`src/rtl/tri_mode_arbiter.sv`:
```
// Round-robin 3-way arbiter; gnt rises 1 edge after req, drops 1 edge after release, with one forced IDLE gap.
// Requesters hold req until granted; define TRI_ARB_TIMEOUT_EN to revoke a grant after HOLD_MAX cycles.
module tri_mode_arbiter #(
  parameter int HOLD_MAX = 8
) (
  input  logic       clk,
  input  logic       rst,
  input  logic [2:0] req,
  output logic [2:0] gnt,
  output logic [1:0] mode,
  output logic       busy,
  output logic       expire
);

  typedef enum logic {IDLE, GRANT} state_t;

  state_t     state;
  logic [1:0] last_idx;
  logic [1:0] nxt1;
  logic [1:0] nxt2;
  logic [1:0] win_idx;
  logic       own_req;

  if (HOLD_MAX < 1 || HOLD_MAX > 255) begin : g_bad_hold
    $error("tri_mode_arbiter: HOLD_MAX out of range 1..255");
  end

  function automatic logic [1:0] code_of(input logic [1:0] idx);
    case (idx)
      2'd0:    code_of = 2'b00;
      2'd1:    code_of = 2'b10;
      default: code_of = 2'b01;
    endcase
  endfunction

  // Illegal code 11 falls into the default and behaves like 01.
  always_comb begin
    case (mode)
      2'b00:   last_idx = 2'd0;
      2'b10:   last_idx = 2'd1;
      default: last_idx = 2'd2;
    endcase
  end

  always_comb begin
    nxt1    = (last_idx == 2'd2) ? 2'd0 : last_idx + 2'd1;
    nxt2    = (nxt1 == 2'd2) ? 2'd0 : nxt1 + 2'd1;
    win_idx = last_idx;
    if (req[nxt2]) win_idx = nxt2;
    if (req[nxt1]) win_idx = nxt1;
  end

  assign own_req = |(req & gnt);

`ifdef TRI_ARB_TIMEOUT_EN
  localparam logic [7:0] HOLD_LAST = 8'(HOLD_MAX - 1);
  logic [7:0] hold_cnt;

  always_ff @(posedge clk) begin
    if (rst) begin
      state    <= IDLE;
      gnt      <= 3'b000;
      mode     <= 2'b01;
      busy     <= 1'b0;
      expire   <= 1'b0;
      hold_cnt <= 8'd0;
    end else begin
      expire <= 1'b0;
      case (state)
        IDLE: begin
          if (|req) begin
            state    <= GRANT;
            gnt      <= 3'b001 << win_idx;
            mode     <= code_of(win_idx);
            busy     <= 1'b1;
            hold_cnt <= 8'd0;
          end
        end
        default: begin
          // A release on the timeout edge wins over the revoke.
          if (!own_req) begin
            state <= IDLE;
            gnt   <= 3'b000;
            busy  <= 1'b0;
          end else if (hold_cnt == HOLD_LAST) begin
            state  <= IDLE;
            gnt    <= 3'b000;
            busy   <= 1'b0;
            expire <= 1'b1;
          end else begin
            hold_cnt <= hold_cnt + 8'd1;
          end
        end
      endcase
    end
  end
`else
  assign expire = 1'b0;

  always_ff @(posedge clk) begin
    if (rst) begin
      state <= IDLE;
      gnt   <= 3'b000;
      mode  <= 2'b01;
      busy  <= 1'b0;
    end else begin
      case (state)
        IDLE: begin
          if (|req) begin
            state <= GRANT;
            gnt   <= 3'b001 << win_idx;
            mode  <= code_of(win_idx);
            busy  <= 1'b1;
          end
        end
        default: begin
          if (!own_req) begin
            state <= IDLE;
            gnt   <= 3'b000;
            busy  <= 1'b0;
          end
        end
      endcase
    end
  end
`endif

endmodule

```
`config.mk`:
```
export PLATFORM = sky130hd
export DESIGN_NAME = tri_mode_arbiter
export DESIGN_NICKNAME = d
export VERILOG_FILES = /design/src/rtl/tri_mode_arbiter.sv
export SDC_FILE = /design/constraint.sdc
export NUM_CORES = 1
export LEC_CHECK = 0
export BUFFER_PORTS_ARGS = -buffer_cell sky130_fd_sc_hd__buf_4
export CAP_MARGIN = 10
export CORE_AREA = 8 8 45 47
export DETAILED_ROUTE_END_ITERATION = 10
export DIE_AREA = 0 0 53 55
export GPL_ROUTABILITY_DRIVEN = 1
export PLACE_DENSITY_LB_ADDON = 0.3
export SLEW_MARGIN = 5
export SYNTH_ARGS = -nofsm -noshare
export SYNTH_HDL_FRONTEND = slang
export SYNTH_SLANG_ARGS = --single-unit
export TNS_END_PERCENT = 20
```
`constraint.sdc`:
```
create_clock -name clk -period 3.7 [get_ports clk]
set_clock_uncertainty 0.15 [all_clocks]
set_input_delay 0.37 -clock clk [delete_from_list [all_inputs] [get_ports clk]]
set_output_delay 0.37 -clock clk [all_outputs]
set_load 0.1 [all_outputs]
```
==> summary.txt <==
Job
  • Maxcap violations: 0

Power
  • Internal power: 0.143 mW
  • NetSw: 0.0973 mW
  • PD cells: 573 nW/µm²
  • Total power: 0.241 mW
  • Sequential Power Share: 37.0%
  • Clock power share: 29.0%
  • Sw Share: 40.4%
  • Leakage: 0.180 nW
  • Comb power frac: 34.0%
  • Maximum vdd drop: 0.000184 V

Worst setup path
  • Worst endpoint required time: 3.18 ns
  • WP buf/inv: 1
  • CP cell instances: buf_4
  • Highest-delay cell along the critical path: dfxtp_1
  • Setup CP Type: flop to output port
  • CP delay by family, top: flip-flops
  • Startpoint Class: flop
  • Worst-path fanout max: 6
  • Crit path DAT: 0.99 ns
  • Worst path max stage delay: 0.41 ns
  • CP Capture Type: output port

Placed design
  • Cell Count Post-Placement: 60
  • Final HPWL DP: 596 µm
  • Number of I/O port buffers: 10
  • Gp weighted congestion: 0.776
  • Pre-CTS setup slack: 2.26 ns
  • Post-DP Area: 394 µm²

Floorplan
  • Row cnt: 14
  • Die Span Y: 55 µm
  • Core area: 1380 µm²
  • Die area: 2920 µm²
  • I/O Pins: 12
  • Die W: 53 µm
  • Initial core utilization: 22.2%

Drt
  • DR vias: 300
  • Final ANT Viol Nets: 0
  • WL per Instance: 11.7 µm
  • Total wire length: 751 µm
  • DRC viols: 0
  • Via density: 4.69
  • Drt first-iter violations: 7
  • Drt pass-1 iters: 4

Clocking
  • CTS Buffer Depth: 2
  • Clock Tree Root: clkbuf_4
  • Clock Latency Late Sink: 0.25 ns
  • PostCTS Resize Cnt: 0
  • TritonCTS buffer count: 3
  • CTS H-tree lvls: 1
  • Reg clk slew, reported paths: 0.06 ns
  • CTS tree: done
  • Clk sinks: 7
  • Post CTS Setup Buffer Count: 0
  • Cts hold-fix bufs: 0

Cells and area
  • Most frequent cells in the layout: buf_4 (10), dfxtp_1 (7), nor2_1 (4)
  • # nets final: 54
  • Layout cells sized above 1: 33.3%
  • Diode count: 0
  • Post-route cell area: 420 µm²
  • Fin util: 30.4%
  • Most common cell after layout, fill and taps aside: buf_4
  • Area Overhead vs Synth: 37.1%
  • Fin cells: 64

Timing
  • Fmax: 0.663 GHz
  • Worst setup margin: 2.19 ns
  • Tcrit/Tclk final: 40.7%
  • Unrepaired setup endpoints after global routing: false
  • Final setup violation count: 0
  • TNS Setup: 0 ns
  • Fin. Hold Viols: 0
  • Worst hold slack: 0.180 ns
  • Crit path time final: 1.51 ns
  • Max-slew violations: 0

Yosys
  • Synth async-reset ratio: 0%
  • Seq cells post-synth: 7
  • Unique masters post-synth: 18
  • Sequential area share after synthesis: 45.7%
  • Post-synth EDFFs: 0
  • Post-Synthesis Cells: 35
  • Synth Flop Type: dfxtp_1
  • Mapped Area: 307 µm²
  • Post-Syn Area per Cell: 8.76 µm²
  • Synth warn: 0
  • Synth Net Count: 40

GRT
  • Initial antenna violation count: 0
  • Gr usage total: 6.12%
  • Via count of the first global-routing pass: 296
  • Global route overflow: 0
  • Largest net degree at the start of global routing: 7
  • First-pass GRT wire length: 1240 µm

Hold path
  • Hold WC Path Type: input pin to flop

Outcome
  • Status: finished, final reports clean
## per-layer routing
layer / routed length [µm] / GRT usage, % / up-vias / share of wire, %
li1: - / - / 150 / -
met1: 323 / 6.53 / 139 / 43
met2: 321 / 7.62 / 9 / 43
met3: 99 / 4.01 / 2 / 13
met4: 6 / 6.47 / 0 / 0.80
met5: 0 / 0 / - / 0
## power groups by stage
stage / sequential (mW) / combinational [mW] / clock, mW
2_1_floorplan: 0.131 / 0.0233 / 0
4_1_cts: 0.0891 / 0.0822 / 0.0746
5_1_grt: 0.0904 / 0.0857 / 0.0787
6_report: 0.0890 / 0.0818 / 0.0699
3_3_place_gp: 0.0907 / 0.0823 / 0
3_5_place_dp: 0.0906 / 0.0821 / 0
## final timing paths
kind | slack, ns | endpoint | start | cells after the start
max | 2.19 | mode[0] | mode[0] | 1
min | 0.18 | mode[1] | rst | 2
max reg2reg | 2.47 | gnt[0] | gnt[1] | 4
min reg2reg | 0.34 | gnt[1] | gnt[1] | 1
## synthesized netlist by cell type (2+ instances only)
library cell / number / share of area, %
nand2_1: 3 / 3.7
o22ai_1: 2 / 4.1
nand3_1: 2 / 3.3
nor2_1: 4 / 4.9
dfxtp_1: 7 / 46
nor2b_1: 2 / 4.1
o2bb2ai_1: 2 / 5.7
a21oi_1: 3 / 4.9
## cells by family (layout without fill, tap and decap cells)
family                 Yosys count  count (layout)  share of synthesized area [%]
other                            1               1                           1.22
buffers and inverters            2              15                           3.67
DFF                              7               7                           45.7
and+or+nand+nor                 14              14                           23.3
AOI/OAI and AO/OA               11              11                           26.1
## layout make-up
type / count / area, µm²
fillers: 156 / 963
well taps: 16 / 20.0
clock buffers: 4 / 26.3
inverters: 1 / 3.75
repair buffers: 10 / 75.1
flip-flops and latches: 7 / 140
multi-input cells: 26 / 155
## state kept, by name, summed over array words and instances (netlist names)
signal,count
gnt,3
mode,2
busy,1
state,1
Note: power is estimated with default switching activity, not from simulation.
